## src/rtl/logic_sweep_pkg.sv

```systemverilog
// Shared types and helpers for the logic sweep self-test sequencer.
// Holds FSM encoding, last vector index and the golden F function.
package logic_sweep_pkg;

  typedef enum logic [1:0] {
    IDLE   = 2'd0,
    SETTLE = 2'd1,
    CHECK  = 2'd2,
    DONE   = 2'd3
  } state_t;

  localparam logic [2:0] VEC_LAST = 3'd7;

  function automatic logic golden_f(
    input logic a,
    input logic b,
    input logic c
  );
    return (a & ~b) | (b & c);
  endfunction

endpackage

```

## src/rtl/sweep_edge_det.sv

```systemverilog
// Registers start and emits a one-cycle pulse on its rising edge.
// Ports: clk, rst_n (async low), start in, rise out (combinational pulse).
module sweep_edge_det (
  input  logic clk,
  input  logic rst_n,
  input  logic start,
  output logic rise
);

  logic start_q;

  always_ff @(posedge clk or negedge rst_n) begin
    if (!rst_n) start_q <= 1'b0;
    else        start_q <= start;
  end

  assign rise = start & ~start_q;

endmodule

```

## src/rtl/logic_sweep_ctrl.sv

```systemverilog
// Sweeps A/B/C through all 8 vectors and checks three F implementations.
// Ports: clk, rst_n, start, abort, f_* in; a/b/c, status and results out.
module logic_sweep_ctrl
  import logic_sweep_pkg::*;
#(
  parameter int SETTLE_CYCLES = 4,
  parameter int CNT_W         = 8
) (
  input  logic       clk,
  input  logic       rst_n,
  input  logic       start,
  input  logic       abort,
  input  logic       f_struct,
  input  logic       f_func,
  input  logic       f_behav,
  output logic       a,
  output logic       b,
  output logic       c,
  output logic       busy,
  output logic       done,
  output logic       pass,
  output logic [3:0] err_count,
  output logic [2:0] fail_mask,
  output logic [2:0] first_fail_vec,
  output logic       first_fail_valid
);

  localparam logic [CNT_W-1:0] CNT_LAST =
    CNT_W'(SETTLE_CYCLES - 1);

  state_t           state;
  state_t           nxt;
  logic [2:0]       vec;
  logic [CNT_W-1:0] cnt;
  logic             start_edge;
  logic             g;
  logic [2:0]       m;
  logic             hit;
  logic [3:0]       err_nxt;

  sweep_edge_det u_edge (
    .clk   (clk),
    .rst_n (rst_n),
    .start (start),
    .rise  (start_edge)
  );

  assign {a, b, c} = vec;

  always_ff @(posedge clk or negedge rst_n) begin
    if (!rst_n) state <= IDLE;
    else        state <= nxt;
  end

  always_comb begin
    nxt = state;
    if (abort) begin
      nxt = IDLE;
    end else begin
      case (state)
        IDLE, DONE: if (start_edge) nxt = SETTLE;
        SETTLE: if (cnt == CNT_LAST) nxt = CHECK;
        CHECK: nxt = (vec == VEC_LAST) ? DONE : SETTLE;
        default: nxt = IDLE;
      endcase
    end
  end

  // Mismatch vector is only meaningful in CHECK; hit gates it.
  always_comb begin
    g       = golden_f(vec[2], vec[1], vec[0]);
    m       = {f_behav, f_func, f_struct} ^ {3{g}};
    hit     = (state == CHECK) && (|m);
    err_nxt = err_count + {3'b000, hit};
  end

  always_ff @(posedge clk or negedge rst_n) begin
    if (!rst_n) begin
      vec              <= 3'd0;
      cnt              <= '0;
      busy             <= 1'b0;
      done             <= 1'b0;
      pass             <= 1'b0;
      err_count        <= 4'd0;
      fail_mask        <= 3'd0;
      first_fail_vec   <= 3'd0;
      first_fail_valid <= 1'b0;
    end else if (abort) begin
      // Partial results are kept for inspection.
      vec  <= 3'd0;
      cnt  <= '0;
      busy <= 1'b0;
      done <= 1'b0;
      pass <= 1'b0;
    end else begin
      case (state)
        IDLE, DONE: begin
          if (start_edge) begin
            vec              <= 3'd0;
            cnt              <= '0;
            busy             <= 1'b1;
            done             <= 1'b0;
            pass             <= 1'b0;
            err_count        <= 4'd0;
            fail_mask        <= 3'd0;
            first_fail_vec   <= 3'd0;
            first_fail_valid <= 1'b0;
          end
        end
        SETTLE: cnt <= cnt + 1'b1;
        CHECK: begin
          fail_mask <= fail_mask | m;
          err_count <= err_nxt;
          if (hit && !first_fail_valid) begin
            first_fail_vec   <= vec;
            first_fail_valid <= 1'b1;
          end
          if (vec == VEC_LAST) begin
            busy <= 1'b0;
            done <= 1'b1;
            pass <= (err_nxt == 4'd0);
          end else begin
            vec <= vec + 3'd1;
            cnt <= '0;
          end
        end
        default: ;
      endcase
    end
  end

endmodule

```

## config.mk

```make
export PLATFORM = sky130hd
export DESIGN_NAME = logic_sweep_ctrl
export DESIGN_NICKNAME = d
export VERILOG_FILES = /design/src/rtl/logic_sweep_pkg.sv /design/src/rtl/sweep_edge_det.sv /design/src/rtl/logic_sweep_ctrl.sv
export SDC_FILE = /design/constraint.sdc
export NUM_CORES = 1
export LEC_CHECK = 0
export CAP_MARGIN = 20
export CORE_ASPECT_RATIO = 1.1
export CORE_UTILIZATION = 54
export DETAILED_ROUTE_END_ITERATION = 8
export GPL_ROUTABILITY_DRIVEN = 0
export GPL_TIMING_DRIVEN = 0
export PLACE_DENSITY = 0.88
export SLEW_MARGIN = 20
export SYNTH_ARGS = -nofsm -noshare
export SYNTH_HDL_FRONTEND = slang
export SYNTH_SLANG_ARGS = --single-unit
```

## constraint.sdc

```tcl
create_clock -name clk -period 2.8 [get_ports clk]
set_clock_uncertainty 0.15 [all_clocks]
set_input_delay 0.42 -clock clk [delete_from_list [all_inputs] [get_ports clk]]
set_output_delay 0.42 -clock clk [all_outputs]
set_load 0.03 [all_outputs]
```

Word-level counts from Yosys, hierarchy flattened:

Cells that the tools add are included.
W data, S select, Z words.

* bits in registers: 28
* output and inout bits: 17
* word-level logic and storage cells: 80

* $add $sub $neg: 3
* equality and inequality tests: 11
* mux-type cells: 31
* bitwise operators: 9
* reduce and logical (&&, ||, !) cells: 15

Operator list (count)
* $mux W8: 3
* $pmux W8 S3: 1
* $pmux W3 S2: 3
* $mux W3: 4
* $mux W1: 9
* $ne A3 B3 Y1 const B: 3
* $reduce_and A3 Y1: 3
* $add A8 B1 Y8 const B: 1
* $eq A8 B2 Y1 const B: 1
* $mux W2: 4
* $pmux W1 S2: 4
* $pmux W4 S2: 1
* $pmux W2 S3: 1
* $add A4 B1 Y4: 1
* $eq A2 B2 Y1 const B: 2
* $logic_not A4 Y1: 1
* $mux W4: 1
* $reduce_and A2 Y1: 2
* $reduce_and A4 Y1: 1
* $add A3 B1 Y3 const B: 1
* $and A1 B1 Y1: 3
* $eq A3 B3 Y1 const B: 1
* $ne A3 B2 Y1 const B: 1
* $not A1 Y1: 3
* other kinds (13): 14

Logic depth before layout (Yosys ltp):

* depth after elaboration: 11
* gate-level depth with buffers: 10
* depth with buffers taken out: 8

By module:

Synthesis repeated with hierarchy kept, for this count alone.

* cells, all modules: 162
* area total of the unflattened synthesis: 1539.0 µm²

Modules (own cells, without submodules)
* logic_sweep_ctrl: times used 1, cells each 160, area an instance 1500.2 µm², seq. area each 675.6 µm²
* sweep_edge_det: times used 1, cells each 2, area an instance 38.8 µm², seq. area each 25.0 µm²

Worst setup path before layout:

OpenSTA, ideal clock, no wires.

* path type: register to register
* start point: reg vec[1]
* end point: reg pass
* library setup time: 0.110 ns
* arrival time: 2.387 ns
* data required time: 2.540 ns
* slack: 0.153 ns
* cell stages (with the launch flop): 8
* buffers on the path: 0
* period minus slack after synthesis: 2.647 ns
* path through: dfrtp_1 mux2i_1 mux2i_1 and2_1 ha_1 ha_1 nand3b_1 o41ai_1

* cells in the longest elaborated chain, start to end: 11
* elaborated cells between the ends (all ways): 15

RTL lines
* start, declared: RTL line logic_sweep_ctrl.sv:33 `logic [2:0] vec;`
* start signal, assigned: RTL line logic_sweep_ctrl.sv:123 `vec <= vec + 3'd1;`
* $not A1 Y1: RTL line logic_sweep_pkg.sv:19 `return (a & ~b) | (b & c);`
* $and A1 B1 Y1: RTL line logic_sweep_pkg.sv:19
* $or A1 B1 Y1: RTL line logic_sweep_pkg.sv:19
* $xor A3 B3 Y3: RTL line logic_sweep_ctrl.sv:72 `m = {f_behav, f_func, f_struct} ^ {3{g}};`
* $reduce_or A3 Y1: RTL line logic_sweep_ctrl.sv:73 `hit = (state == CHECK) && (|m);`
* $logic_and A1 B1 Y1: RTL line logic_sweep_ctrl.sv:73
* $add A4 B1 Y4: RTL line logic_sweep_ctrl.sv:74 `err_nxt = err_count + {3'b000, hit};`
* $logic_not A4 Y1: RTL line logic_sweep_ctrl.sv:121 `pass <= (err_nxt == 4'd0);`
* $mux W1: RTL line logic_sweep_ctrl.sv:118 `if (vec == VEC_LAST) begin`
* $pmux W1 S2: RTL line logic_sweep_ctrl.sv:96 `case (state)`
* $mux W1: RTL line logic_sweep_ctrl.sv:88 `end else if (abort) begin`
* end signal, assigned: RTL line logic_sweep_ctrl.sv:121
* end, declared: RTL line logic_sweep_ctrl.sv:21 `output logic pass,`

Several ways; a longest one is shown, not always the timed one. The select of a mux whose other input is x is not followed.
A chain may end at the register's enable or synchronous reset.

Final worst setup path:

Ends and elaborated chain as after synthesis.

==> flow_metrics.py <==
metrics = {
    "grt": {
        "antenna_found_initial": 0,
        "grt.overflow.total": 0,
        "grt_pass1_vias": 1459,
        "grt_pass1_wl_mm": 6.33,
        "grt_start_max_net_pins": 29,
        "track_usage_pct": 27.2,
    },
    "cts": {
        "cts_buffers": 3,
        "post_cts_buffers": 0,
        "root_buffer": "clkbuf_4",
        "cts_tree": "yes",
        "cts-htree-levels": 1,
        "clockBufferDepth": 2,
        "clk_pin_slew_ns": 0.16,
        "insertion_delay_ns": 0.35,
        "numClockSinks": 28,
    },
    "yosys": {
        "synth_edf_count": 0,
        "yosysTopAreaCellShare_pct": 42.3,
        "synthSimpleGateAreaFrac_pct": 23.2,
        "synthAdderAreaFrac_pct": 6.04,
        "synth_top_family_by_area": "simple AND/OR/NAND/NOR gates",
        "yosysWarnings": 0,
        "synth_area_leaders": "dfrtp_1, ha_1, nand3_1",
        "async_flop_share_pct": 100,
        "synth_fp_nets": 193,
        "yosys.area.top_type": "dfrtp_1",
        "synth_ff_type": "dfrtp_1",
        "syn_inst": 178,
        "avgSynthCellArea_um2": 9.31,
        "synthDistinctLibCells": 45,
        "synth_compound_area_share_pct": 19.1,
        "ys_ff_latch": 28,
        "synth_xor_area_share_pct": 2.11,
        "ys_seq_area_share_pct": 42.3,
        "synthMuxAreaShare_pct": 3.63,
        "syn_area_mm2": 0.00166,
    },
    "sta": {
        "worst_pin_slew_ns": 0.743,
        "max-slew-margin-rel_pct": 50.0,
        "grt_setup_unrepaired": "false",
        "setup_viol": 0,
        "post-route-period-util_pct": 95.0,
        "worst_slack_ns": 0.140,
        "min_period_ns": 2.66,
        "drv_slew": 0,
        "hold_viol": 0,
        "clock.fmax_ghz": 0.376,
    },
    "drt": {
        "drt-vias-per-instance": 6.16,
        "wl_per_cell_um": 16.3,
        "dr.pass1.iters": 4,
        "vias": 1473,
        "routed_wirelength_mm": 3.90,
        "drt_iter0_drc": 40,
        "drc": 0,
        "drtAntennaViolNets": 0,
    },
    "pwr": {
        "powerDensity_mw_per_mm2": 703,
        "ir_drop_uv": 436,
        "p_int_mw": 0.828,
        "power.switching_mw": 0.575,
        "swShare_pct": 41.0,
        "pwr-share-seq_pct": 36.5,
        "clkPwrFrac_pct": 19.8,
        "power_frac_comb_pct": 43.7,
        "power.leakage_nw": 0.884,
    },
    "layout": {
        "syn_to_final_growth_pct": 20.5,
        "fin_area_mm2": 0.00200,
        "drive_gt1_share_pct": 9.22,
        "fin_nets": 222,
        "final_cell_mix": "dfrtp_1, clkdlybuf4s50_1, nand2_1, nand3_1, nor2_1",
        "post-route-util_pct": 70.6,
        "diodes": 0,
        "final_common_cell": "dfrtp_1",
    },
    "die": {
        "die-area_mm2": 0.00329,
        "start_util_pct": 58.6,
        "boundaryPins": 24,
        "die_h_um": 60.1,
        "core_mm2": 0.00283,
        "rows": 20,
        "die_w_um": 54.8,
    },
    "critical_path": {
        "cp_max_fo": 6,
        "crit_path_end_kind": "register",
        "start_kind": "register",
        "path_class": "reg2reg",
        "required_ns": 2.91,
        "cp.arrival_ns": 2.77,
        "r2r_setup_slack_ns": 0.14,
    },
    "run": {
        "maxCapViolations": 0,
    },
    "placement": {
        "dp_slack_ns": -0.0227,
        "dp_hpwl_mm": 2.81,
        "dpl-instance-area_mm2": 0.00192,
        "portBuffers": 23,
    },
    "run_status": {
        "status": "complete, no violations",
    },
    "min_path": {
        "hp-class": "reg2reg",
    },
}
==> worst max-delay path: stages, from the launching register on <==
cell and delay (ns):
dfrtp_1 0.49, mux2i_2 0.44, mux2i_2 0.38, and2_1 0.18
ha_1 0.20, ha_1 0.27, nand3b_1 0.16, o41ai_1 0.29
==> repair_timing <==
item | CTS | global route
endpoints found under the setup margin | 1 | 3
endpoints found under the hold margin | 28 | 0
gates resized for setup | 2 | 3
pin swaps | 0 | 0
hold buffers | 1 | 0
==> sequential cells by signal, indices dropped and copies added (netlist names) <==
name              cells
busy                  1
cnt                   8
done                  1
err_count             4
fail_mask             3
first_fail_valid      1
first_fail_vec        3
pass                  1
state                 2
u_edge.start_q        1
vec                   3
==> cells by family (layout without fill, tap and decap cells) <==
| group | after synthesis | in the layout |
|---|---|---|
| AOI/OAI and AO/OA | 43 | 43 |
| muxes | 5 | 5 |
| buffers and inverters | 13 | 41 |
| adders and majority gates | 8 | 8 |
| xor gates and xnor gates | 4 | 4 |
| and+or+nand+nor | 77 | 77 |
| DFF | 28 | 28 |
==> synthesized netlist by cell type, types with 2 or more instances <==
cell type and instances:
o211ai_1 3, mux2i_1 3, and3_1 2, nand3_1 17, nand4_1 2, xnor2_1 3, o31ai_1 2, clkbuf_1 3
nor2_1 14, a32o_1 2, ha_1 8, o2111ai_1 3, nand2b_1 4, a21oi_1 6, dfrtp_1 28, o22ai_1 3
mux2_4 2, inv_1 8, o21ai_0 7, nor3_1 3, o21ai_1 3, nand2_1 21, nor2b_1 6, a22o_1 4
==> power groups by stage <==
stage	sequential (mW)	clock (mW)	combinational [mW]
floorplan	0.585	0	0.342
global placement	0.514	0	0.576
detailed placement	0.520	0	0.604
CTS	0.511	0.281	0.610
global route	0.520	0.288	0.670
finish	0.512	0.278	0.612
==> cell type report <==
class	count	area, um^2
plain buffers	5	32.5
clock inverters	1	30.0
well taps	33	41.3
fillers	220	832
flip-flops and latches	28	701
multi-input cells	137	903
repair buffers	24	235
clock buffers	3	22.5
inverters	8	30.0
==> through the flow <==
step	setup TNS [ns]	instances	hold slack [ns]	power, mW
after floorplan	0	178	-0.0256	0.926
after global placement	0	234	0.323	1.09
after detailed placement	-0.0227	234	0.323	1.12
after CTS	0	239	0.374	1.40
after global routing	0	239	0.398	1.48
final	0	239	0.370	1.40
==> path summary, 6_finish.rpt <==
check / endpoint / cells past startpoint / from
max reg2reg: pass / 7 / vec[1]
max: pass / 7 / vec[1]
min: fail_mask[2] / 2 / fail_mask[2]
max in group asynchronous: err_count[0] / 2 / rst_n
min in group asynchronous: cnt[6] / 2 / rst_n
min reg2reg: fail_mask[2] / 2 / fail_mask[2]
==> routing by layer <==
layer  share of wire [%]  track usage [%]
met1                  39             31.3
met3                 4.5             2.80
met2                  54             46.6
met5                   0                0
met4                 2.9             17.2
(Power assumes the default switching activity.)
